## src/rtl/line_buffer_pkg.sv

```systemverilog
// Shared types and width helpers for the line buffer read-side sequencer.
package line_buffer_pkg;

  typedef enum logic [0:0] {
    IDLE   = 1'b0,
    STREAM = 1'b1
  } rd_state_e;

  // Address width for a 0..n-1 range; a 1-entry range still needs one bit.
  function automatic int unsigned addr_w(input int unsigned n);
    return (n > 32'd1) ? $clog2(n) : 32'd1;
  endfunction

endpackage

```

## src/rtl/line_buffer_reader_if.sv

```systemverilog
// Buffer read port plus output pixel stream of line_buffer_reader.
// LINE_BUFFER_READER_FRAME_EN adds the pix_sof/pix_eof frame markers.
interface line_buffer_reader_if #(
  parameter int PIXEL_WIDTH = 8,
  parameter int LINE_WIDTH  = 1920,
  parameter int NUM_LINES   = 3
);
  import line_buffer_pkg::*;

  logic [addr_w(NUM_LINES)-1:0]  rd_line_sel;
  logic [addr_w(LINE_WIDTH)-1:0] rd_col_sel;
  logic [PIXEL_WIDTH-1:0]        rd_data;
  logic [PIXEL_WIDTH-1:0]        pix_out;
  logic                          pix_valid;
  logic                          pix_ready;
  logic                          pix_sol;
  logic                          pix_eol;
`ifdef LINE_BUFFER_READER_FRAME_EN
  logic                          pix_sof;
  logic                          pix_eof;
`endif

  modport master (
    input  rd_data, pix_ready,
    output rd_line_sel, rd_col_sel, pix_out, pix_valid, pix_sol, pix_eol
`ifdef LINE_BUFFER_READER_FRAME_EN
    , pix_sof, pix_eof
`endif
  );

  modport slave (
    output rd_data, pix_ready,
    input  rd_line_sel, rd_col_sel, pix_out, pix_valid, pix_sol, pix_eol
`ifdef LINE_BUFFER_READER_FRAME_EN
    , pix_sof, pix_eof
`endif
  );

endinterface

```

## src/rtl/line_buffer_credit_cnt.sv

```systemverilog
// Count of complete unread lines, saturating at NUM_LINES, with sticky overflow.
module line_buffer_credit_cnt #(
  parameter int NUM_LINES = 3,
  parameter int CNT_W     = 2
) (
  input  logic             clk,
  input  logic             rst,
  input  logic             inc,
  input  logic             dec,
  output logic [CNT_W-1:0] count,
  output logic [CNT_W-1:0] count_nxt,
  output logic             overflow
);

  localparam logic [CNT_W-1:0] MAX_CNT  = CNT_W'(NUM_LINES);
  localparam logic [CNT_W-1:0] ZERO_CNT = {CNT_W{1'b0}};

  logic [CNT_W-1:0] count_r;
  logic             overflow_r;
  logic             ovf_set_s;
  logic             dec_ok_s;

  assign dec_ok_s = dec && (count_r != ZERO_CNT);

  // Next count: a write and a read in the same cycle cancel out.
  always_comb begin
    count_nxt = count_r;
    ovf_set_s = 1'b0;
    case ({inc, dec_ok_s})
      2'b10: begin
        if (count_r == MAX_CNT) begin
          count_nxt = count_r;
          ovf_set_s = 1'b1;
        end else begin
          count_nxt = count_r + CNT_W'(1);
        end
      end
      2'b01:   count_nxt = count_r - CNT_W'(1);
      default: count_nxt = count_r;
    endcase
  end

  // Count and sticky overflow registers.
  always_ff @(posedge clk) begin
    if (rst) begin
      count_r    <= ZERO_CNT;
      overflow_r <= 1'b0;
    end else begin
      count_r    <= count_nxt;
      overflow_r <= overflow_r | ovf_set_s;
    end
  end

  assign count    = count_r;
  assign overflow = overflow_r;

endmodule

```

## src/rtl/line_buffer_reader.sv

```systemverilog
// Read-side sequencer: streams completed lines in raster order as valid/ready pixels.
// Optional LINE_BUFFER_READER_FRAME_EN adds FRAME_LINES, pix_sof and pix_eof.
module line_buffer_reader
  import line_buffer_pkg::*;
#(
  parameter int PIXEL_WIDTH = 8,
  parameter int LINE_WIDTH  = 1920,
  parameter int NUM_LINES   = 3
`ifdef LINE_BUFFER_READER_FRAME_EN
  , parameter int FRAME_LINES = 1080
`endif
) (
  input  logic                              clk,
  input  logic                              rst,
  input  logic                              line_done,
  line_buffer_reader_if.master              bus,
  output logic [addr_w(NUM_LINES+1)-1:0]    lines_avail,
  output logic                              overflow
);

  localparam int COL_W  = addr_w(LINE_WIDTH);
  localparam int LINE_W = addr_w(NUM_LINES);
  localparam int CNT_W  = addr_w(NUM_LINES + 1);
  localparam logic [COL_W-1:0]  LAST_COL  = COL_W'(LINE_WIDTH - 1);
  localparam logic [LINE_W-1:0] LAST_LINE = LINE_W'(NUM_LINES - 1);
  localparam logic [CNT_W-1:0]  ZERO_CNT  = {CNT_W{1'b0}};

  rd_state_e              state_r, state_nxt;
  logic [COL_W-1:0]       col_r, col_nxt;
  logic [LINE_W-1:0]      line_r, line_nxt;
  logic [PIXEL_WIDTH-1:0] pix_r, pix_nxt;
  logic                   valid_r, valid_nxt;
  logic                   sol_r, sol_nxt;
  logic                   eol_r, eol_nxt;
  logic                   adv_s;
  logic                   consume_s;
  logic [CNT_W-1:0]       avail_s, avail_nxt_s;

`ifdef LINE_BUFFER_READER_FRAME_EN
  localparam int ROW_W = addr_w(FRAME_LINES);
  localparam logic [ROW_W-1:0] LAST_ROW = ROW_W'(FRAME_LINES - 1);
  logic [ROW_W-1:0] row_r, row_nxt;
  logic             sof_r, sof_nxt;
  logic             eof_r, eof_nxt;
`endif

  assign adv_s     = !valid_r || bus.pix_ready;
  assign consume_s = (state_r == STREAM) && adv_s && (col_r == LAST_COL);

  line_buffer_credit_cnt #(
    .NUM_LINES (NUM_LINES),
    .CNT_W     (CNT_W)
  ) u_credit (
    .clk       (clk),
    .rst       (rst),
    .inc       (line_done),
    .dec       (consume_s),
    .count     (avail_s),
    .count_nxt (avail_nxt_s),
    .overflow  (overflow)
  );

  // Sequencer next state; the post-update count decides whether the next line follows without a bubble.
  always_comb begin
    state_nxt = state_r;
    col_nxt   = col_r;
    line_nxt  = line_r;
    pix_nxt   = pix_r;
    valid_nxt = valid_r;
    sol_nxt   = sol_r;
    eol_nxt   = eol_r;
`ifdef LINE_BUFFER_READER_FRAME_EN
    row_nxt   = row_r;
    sof_nxt   = sof_r;
    eof_nxt   = eof_r;
`endif
    case (state_r)
      IDLE: begin
        if (valid_r && bus.pix_ready) begin
          valid_nxt = 1'b0;
        end else begin
          valid_nxt = valid_r;
        end
        if (avail_s != ZERO_CNT) begin
          state_nxt = STREAM;
        end else begin
          state_nxt = IDLE;
        end
      end
      STREAM: begin
        if (adv_s) begin
          pix_nxt   = bus.rd_data;
          valid_nxt = 1'b1;
          sol_nxt   = (col_r == {COL_W{1'b0}});
          eol_nxt   = (col_r == LAST_COL);
`ifdef LINE_BUFFER_READER_FRAME_EN
          sof_nxt   = (col_r == {COL_W{1'b0}}) && (row_r == {ROW_W{1'b0}});
          eof_nxt   = (col_r == LAST_COL) && (row_r == LAST_ROW);
`endif
          if (col_r == LAST_COL) begin
            col_nxt   = {COL_W{1'b0}};
            line_nxt  = (line_r == LAST_LINE) ? {LINE_W{1'b0}} : line_r + LINE_W'(1);
`ifdef LINE_BUFFER_READER_FRAME_EN
            row_nxt   = (row_r == LAST_ROW) ? {ROW_W{1'b0}} : row_r + ROW_W'(1);
`endif
            state_nxt = (avail_nxt_s != ZERO_CNT) ? STREAM : IDLE;
          end else begin
            col_nxt   = col_r + COL_W'(1);
            state_nxt = STREAM;
          end
        end else begin
          state_nxt = STREAM;
        end
      end
      default: state_nxt = IDLE;
    endcase
  end

  // Sequencer, address and output registers.
  always_ff @(posedge clk) begin
    if (rst) begin
      state_r <= IDLE;
      col_r   <= {COL_W{1'b0}};
      line_r  <= {LINE_W{1'b0}};
      pix_r   <= {PIXEL_WIDTH{1'b0}};
      valid_r <= 1'b0;
      sol_r   <= 1'b0;
      eol_r   <= 1'b0;
`ifdef LINE_BUFFER_READER_FRAME_EN
      row_r   <= {ROW_W{1'b0}};
      sof_r   <= 1'b0;
      eof_r   <= 1'b0;
`endif
    end else begin
      state_r <= state_nxt;
      col_r   <= col_nxt;
      line_r  <= line_nxt;
      pix_r   <= pix_nxt;
      valid_r <= valid_nxt;
      sol_r   <= sol_nxt;
      eol_r   <= eol_nxt;
`ifdef LINE_BUFFER_READER_FRAME_EN
      row_r   <= row_nxt;
      sof_r   <= sof_nxt;
      eof_r   <= eof_nxt;
`endif
    end
  end

  assign bus.rd_line_sel = line_r;
  assign bus.rd_col_sel  = col_r;
  assign bus.pix_out     = pix_r;
  assign bus.pix_valid   = valid_r;
  assign bus.pix_sol     = sol_r;
  assign bus.pix_eol     = eol_r;
`ifdef LINE_BUFFER_READER_FRAME_EN
  assign bus.pix_sof     = sof_r;
  assign bus.pix_eof     = eof_r;
`endif
  assign lines_avail     = avail_s;

endmodule

```

## src/flat_wrapper.sv

```systemverilog
// flat-port wrapper written by rule: the top's interface ports become plain ports
module line_buffer_reader_flat import line_buffer_pkg::*;
#(
  parameter int PIXEL_WIDTH = 8,
  parameter int LINE_WIDTH  = 1920,
  parameter int NUM_LINES   = 3

)
  (clk, rst, line_done, lines_avail, overflow, bus_rd_data, bus_pix_ready, bus_rd_line_sel, bus_rd_col_sel, bus_pix_out, bus_pix_valid, bus_pix_sol, bus_pix_eol);
  line_buffer_reader_if #(.PIXEL_WIDTH(PIXEL_WIDTH), .LINE_WIDTH(LINE_WIDTH), .NUM_LINES(NUM_LINES)) bus_i ();
  input  logic clk;
  input  logic rst;
  input  logic line_done;
  output logic [addr_w(NUM_LINES+1)-1:0] lines_avail;
  output logic overflow;
  input wire logic [$bits(bus_i.rd_data)-1:0] bus_rd_data;
  input wire logic [$bits(bus_i.pix_ready)-1:0] bus_pix_ready;
  output wire logic [$bits(bus_i.rd_line_sel)-1:0] bus_rd_line_sel;
  output wire logic [$bits(bus_i.rd_col_sel)-1:0] bus_rd_col_sel;
  output wire logic [$bits(bus_i.pix_out)-1:0] bus_pix_out;
  output wire logic [$bits(bus_i.pix_valid)-1:0] bus_pix_valid;
  output wire logic [$bits(bus_i.pix_sol)-1:0] bus_pix_sol;
  output wire logic [$bits(bus_i.pix_eol)-1:0] bus_pix_eol;
  assign bus_i.rd_data = bus_rd_data;
  assign bus_i.pix_ready = bus_pix_ready;
  assign bus_rd_line_sel = bus_i.rd_line_sel;
  assign bus_rd_col_sel = bus_i.rd_col_sel;
  assign bus_pix_out = bus_i.pix_out;
  assign bus_pix_valid = bus_i.pix_valid;
  assign bus_pix_sol = bus_i.pix_sol;
  assign bus_pix_eol = bus_i.pix_eol;
  line_buffer_reader #(.PIXEL_WIDTH(PIXEL_WIDTH), .LINE_WIDTH(LINE_WIDTH), .NUM_LINES(NUM_LINES)) u_core (.clk(clk), .rst(rst), .line_done(line_done), .bus(bus_i), .lines_avail(lines_avail), .overflow(overflow));
endmodule
```

## config.mk

```make
export PLATFORM = sky130hd
export DESIGN_NAME = line_buffer_reader_flat
export DESIGN_NICKNAME = d
export VERILOG_FILES = /design/src/rtl/line_buffer_pkg.sv /design/src/rtl/line_buffer_reader_if.sv /design/src/rtl/line_buffer_credit_cnt.sv /design/src/rtl/line_buffer_reader.sv /design/src/flat_wrapper.sv
export SDC_FILE = /design/constraint.sdc
export NUM_CORES = 1
export LEC_CHECK = 0
export BUFFER_PORTS_ARGS = -buffer_cell sky130_fd_sc_hd__buf_2
export CELL_PAD_IN_SITES_DETAIL_PLACEMENT = 0
export CELL_PAD_IN_SITES_GLOBAL_PLACEMENT = 1
export CORE_ASPECT_RATIO = 0.8
export CORE_MARGIN = 3
export CORE_UTILIZATION = 37
export DETAILED_ROUTE_END_ITERATION = 10
export PLACE_DENSITY_LB_ADDON = 0.1
export SLEW_MARGIN = 0
export SYNTH_ARGS = -nofsm -noshare
export SYNTH_HDL_FRONTEND = slang
export SYNTH_HIERARCHICAL = 1
export SYNTH_SLANG_ARGS = --single-unit
export TNS_END_PERCENT = 10
```

## constraint.sdc

```tcl
create_clock -name clk -period 3.1 [get_ports clk]
set_clock_uncertainty 0.1 [all_clocks]
set_input_delay 0.62 -clock clk [delete_from_list [all_inputs] [get_ports clk]]
set_output_delay 0.62 -clock clk [all_outputs]
set_load 0.03 [all_outputs]
```

* Yosys cells after proc, flatten, opt, wreduce, memory -nomap -nowiden
Index checks and enable logic that the tools add are counted.
** Cells by class
- Multiplexer cells :: 14
- Bitwise gates (word level) :: 2
- Reductions and logical operators :: 12
- Add/sub/neg operators :: 4
- Equal/unequal tests :: 7
** Operators with widths (count)
- 11-bit by 1-bit adder with 11-bit output, second input constant :: 1
- 11-bit equality test, second input constant :: 1
- 11-bit logical NOT :: 1
- 11-bit two-way mux :: 1
- 1-bit two-way mux :: 8
- 2-bit equality test, second input constant :: 3
- 2-bit by 1-bit adder with 2-bit output, second input constant :: 2
- 1-bit logical AND :: 4
- 2-bit two-way mux :: 2
- 1-bit one-hot mux with 2 select lines :: 2
- 2-bit one-hot mux with 2 select lines :: 1
- 2-bit AND reduction :: 2
- 2-bit nonzero test :: 2
- 3-bit AND reduction :: 1
- 2-bit by 1-bit equality test with 1-bit output, second input constant :: 1
- 2-bit by 1-bit inequality test with 1-bit output, second input constant :: 1
- 2-bit inequality test, second input constant :: 1
- 2-bit by 1-bit subtractor with 2-bit output, second input constant :: 1
- 1-bit logical NOT :: 1
- 1-bit logical OR :: 1
- 1-bit inverter :: 1
- 1-bit bitwise OR :: 1
** Word-level totals
- Bits in registers :: 28
- Input bits :: 12
- Logic and storage cells :: 48

* Logic depth before layout (Yosys ltp)
- Depth in word-level cells :: 12
- Mapped depth :: 12
- Mapped depth without buffers :: 10

* Hierarchy
The synthesis kept the hierarchy.
** By module, submodules not included
- line_buffer_reader :: sequential area each 500.5 sq um, times used 1, cells each 131, area an instance 1087.3 sq um
- line_buffer_credit_cnt :: sequential area each 60.1 sq um, times used 1, cells each 26, area an instance 244.0 sq um

* Worst setup path after synthesis
Ideal clock, no wire load.
- Path type :: input port to flip-flop
- Start :: input port bus_pix_ready
- End :: register u_core.state_r
- Arrival :: 2.421 ns
- Library setup time :: 0.131 ns
- Path slack :: 0.448 ns
- Buffers on the path :: 2
- Required time :: 2.869 ns
- Stages :: 12
- Cell sequence :: nand2b_1 -> clkbuf_1 -> nand2_1 -> clkbuf_1 -> nor4_1 -> nand2b_1 -> inv_1 -> ha_1 -> inv_1 -> a31oi_1 -> nor4_1 -> nor3_1
** On the way
- Cells in the longest elaborated chain, start to end :: 11
** RTL lines
- start, declared :: line flat_wrapper.sv:17 : input wire logic [$bits(bus_i.pix_ready)-1:0] bus_pix_ready;
- 1-bit logical OR (*) :: line line_buffer_reader.sv:47 : assign adv_s = !valid_r || bus.pix_ready;
- 1-bit logical AND (*) (2 in series) :: line line_buffer_reader.sv:48 : assign consume_s = (state_r == STREAM) && adv_s && (col_r == LAST_COL);
- named net u_core.consume_s :: line line_buffer_reader.sv:36 : logic consume_s;
- 1-bit logical AND (*) :: line line_buffer_credit_cnt.sv:23 : assign dec_ok_s = dec && (count_r != ZERO_CNT);
- 2-bit by 1-bit equality test with 1-bit output or 2-bit equality test (tied branches) :: line line_buffer_credit_cnt.sv:29 : case ({inc, dec_ok_s})
- 2-bit one-hot mux with 2 select lines (*) :: line line_buffer_credit_cnt.sv:29
- named net u_core.avail_nxt_s[1] :: line line_buffer_reader.sv:37 : logic [CNT_W-1:0] avail_s, avail_nxt_s;
- 2-bit nonzero test (*) :: line line_buffer_reader.sv:106 : state_nxt = (avail_nxt_s != ZERO_CNT) ? STREAM : IDLE;
- 1-bit two-way mux (*) :: line line_buffer_reader.sv:106
- 1-bit two-way mux (*) :: line line_buffer_reader.sv:100 : if (col_r == LAST_COL) begin
- 1-bit two-way mux (*) :: line line_buffer_reader.sv:91 : if (adv_s) begin
- 1-bit one-hot mux with 2 select lines (*) :: line line_buffer_reader.sv:77 : case (state_r)
- end signal, assigned :: line line_buffer_reader.sv:135 : state_r <= state_nxt;
- end, declared :: line line_buffer_reader.sv:28 : rd_state_e state_r, state_nxt;
The timed path passes the listed nets; every way through them passes the cells marked *.
A chain may end at the register's enable or synchronous reset.

* Final worst setup path
Ends and elaborated chain as after synthesis.

==> key figures <==
Outcome
  – Outcome: complete, no violations

Cells and area
  – Final net count: 213
  – Layout filler cell count: 342
  – Most common cell after layout, fill and taps aside: buf_2
  – Layout cells sized above 1: 0.2694
  – Number of cells in the finished layout apart from fillers: 233
  – Antenna cell count: 0
  – Final non-filler cell area: 1607 µm²
  – Commonest cells after routing, fill and taps aside: buf_2, dfxtp_1, nand2_1, a21oi_1, nor2_1
  – Signed area change from the synthesized netlist to the final layout: 20.68%

Logic synthesis
  – Leading register cell type out of synthesis: dfxtp_1
  – Mean Syn Cell Area: 8.479 µm²
  – Cell area after synthesis: 1331 µm²
  – Post-Synthesis Cells: 157
  – Sequential share of the synthesized area: 0.4211
  – Number of enable-type register cells in the synthesized netlist: 0
  – Synthesis-stage register bit count: 28
  – Number of nets produced by synthesis: 176
  – Syn. warnings: 6
  – Count of distinct cell types in the synthesized netlist: 36
  – Fraction of registers with async set or reset after synthesis: 0

Setup path
  – Startpoint-to-endpoint class of the critical path: input pin to flop
  – Worst setup EP type: flop
  – Critical path's slowest cell: nor4_1
  – Setup slack of the most critical reg-to-reg path: 0.83 ns
  – CP Data Arrival Time: 2.32 ns
  – Delay of the slowest cell on the worst path: 0.28 ns
  – Type of origin of the critical path: input pin
  – Endpoint required time on the critical path: 3.15 ns
  – Critical path cell sequence: buf_2, nand2b_1, nand2_1, nor4_1, nand2b_1, inv_1, ha_1, inv_1, a31oi_1, nor4_1, nor3_1
  – CP Max Fanout: 7

Drt
  – Number of vias after detailed routing: 1187
  – Routed WL per cell: 12.89 µm
  – Detail Route met2 WL: 1407 µm
  – First DRT Iteration DRCs: 47
  – Post-detailed-routing wire length: 3004 µm
  – Post-route met1 wirelength: 1383 µm
  – Wire length on met3: 204 µm
  – Count of nets left with antenna violations after detail routing: 0
  – Via/cell ratio: 5.094
  – DRC: 0
  – Initial DRT Pass Iterations: 4
  – Top metal layer carrying routed signals: met4

GRT
  – Maximum number of pins on one net before global-route repair: 23
  – Vias in the first global route: 1062
  – Global router's overall resource usage: 0.1460
  – Initial antenna violation count: 0
  – Global-route congestion overflow total: 0
  – Global-route wire length before repair: 4974 µm

Floorplanning
  – Die extent in y: 59.65 µm
  – Floorplan row count: 18
  – Die footprint: 4358 µm²
  – Die Wd: 73.07 µm
  – Number of top-level pins: 39
  – Starting Density: 0.4077
  – Area of the core: 3266 µm²

Placement
  – Number of instances in the placed design: 229
  – Number of buffers inserted by port buffering: 38
  – Placement-stage cell area: 1551 µm²
  – HPWL after DPL: 2226 µm
  – Placer congestion estimate: 0.8207

STA
  – Setup violation total in the final timing report: 0
  – RSZ-0062 raised after global routing: false
  – Share of the clock period used by the worst path: 0.7345
  – Hold Slack: 0.3537 ns
  – Number of hold violations in the final report: 0
  – Number of pins with negative max-slew slack in the final report: 0
  – Sum Neg Setup Slack: 0 ns
  – Crit path time final: 2.277 ns
  – Slew @ Worst Pin: 0.5411 ns
  – Maximum clock frequency: 439.2 MHz
  – Worst-case headroom to the max-slew limit: 0.6385

Power
  – Total power draw: 0.7247 mW
  – Largest vdd supply drop: 0.0001919 V
  – Ratio of total power to cell area: 451.1 nW/µm²
  – Lkg Pwr: 0.6878 nW

Clock network
  – Max clock buf depth: 2
  – Gates resized, CTS repair: 0
  – Post-CTS Setup Bufs: 0
  – CTS tree: built
  – Quantity of hold-fixing buffers added after cts: 0
  – Cts bufs inserted: 3
  – Cell at the root of the clock tree: clkbuf_8
  – H-tree levels: 1
  – Clk sinks: 28
  – Worst-path clk slew: 0.09 ns
  – Skew-Pair Late Insertion Delay: 0.27 ns

Flow run
  – Max-cap violations: 0

Worst hold path
  – Type of the tightest min-delay check: flop to flop
==> power by group <==
part           leakage (nW)  internal [mW]  total, mW  switching (mW)
clock                0.0288          0.114      0.224           0.110
combinational         0.431         0.0389      0.113          0.0738
sequential            0.228          0.375      0.388          0.0136
total                 0.688          0.527      0.725           0.197
==> logic make-up (layout without fill, tap and decap cells) <==
family / count (synthesis) / in the layout / share of synthesized area
xor+xnor: 8 / 8 / 0.05263
simple gates: 76 / 76 / 0.3055
buf+inv: 14 / 50 / 0.04041
compound gates: 23 / 23 / 0.1071
mux: 1 / 1 / 0.007519
fa+ha+maj: 7 / 7 / 0.06579
flops: 28 / 28 / 0.4211
==> state kept, by name, summed over array words and instances, names as in the netlist <==
name,flops
u_core/state_r,1
u_core/bus.rd_col_sel,11
u_core/bus.rd_line_sel,2
u_core/bus.pix_sol,1
u_core/bus.pix_out,8
u_core/u_credit/overflow,1
u_core/u_credit/count,2
u_core/bus.pix_valid,1
u_core/bus.pix_eol,1
==> worst max-delay path, delay by kind of cell <==
| family | cells | cell delay, ns |
|---|---|---|
| and+or+nand+nor | 6 | 1.07 |
| adders and majority gates | 1 | 0.23 |
| buffers and inverters | 3 | 0.31 |
| AOI/OAI and AO/OA | 1 | 0.10 |
==> cell usage after synthesis, types with 2 or more instances <==
master | instances | area share
a21oi_1 | 15 | 0.056
a311oi_2 | 2 | 0.023
a31oi_1 | 2 | 0.0094
clkbuf_1 | 6 | 0.017
dfxtp_1 | 28 | 0.42
ha_1 | 7 | 0.066
inv_1 | 7 | 0.020
nand2_1 | 22 | 0.062
nand2b_1 | 5 | 0.023
nand3_1 | 6 | 0.023
nand4_1 | 4 | 0.019
nor2_1 | 13 | 0.037
nor2b_1 | 4 | 0.019
nor3_1 | 3 | 0.011
nor4_1 | 5 | 0.023
o21ai_0 | 2 | 0.0075
xnor2_1 | 3 | 0.020
xor2_1 | 5 | 0.033
==> layout make-up <==
class,count,area [µm²],area share
Tap cell,40,50.05,0.03115
Timing Repair Buffer,39,197.7,0.1231
Multi-Input combinational cell,115,716.9,0.4463
Inverter,7,26.28,0.01636
Sequential cell,28,560.5,0.3489
Clock buffer,4,55.05,0.03427
==> layer usage <==
layer	track usage	up-vias
li1	-	610
met1	0.1889	535
met2	0.2395	40
met3	0.04202	2
met4	0.03684	0
met5	0	-
==> per-stage QoR <==
stage / utilization / setup slack [ns]
floorplan: - / 0.4476
global placement: 0.4751 / 0.6138
detailed placement: 0.4751 / 0.5542
CTS: 0.4920 / 0.8413
global route: 0.4920 / 0.5499
finish: 0.4920 / 0.8229
==> final timing paths <==
path | from | endpoint | cells after the start
hold / removal | u_core/bus.pix_out[7] | u_core/bus.pix_out[7] | 2
setup / recovery | bus_pix_ready | u_core/state_r | 11
setup reg to reg | u_core/bus.rd_col_sel[0] | u_core/state_r | 10
hold reg to reg | u_core/bus.pix_out[7] | u_core/bus.pix_out[7] | 2
Note: power is estimated with default switching activity, not from simulation.
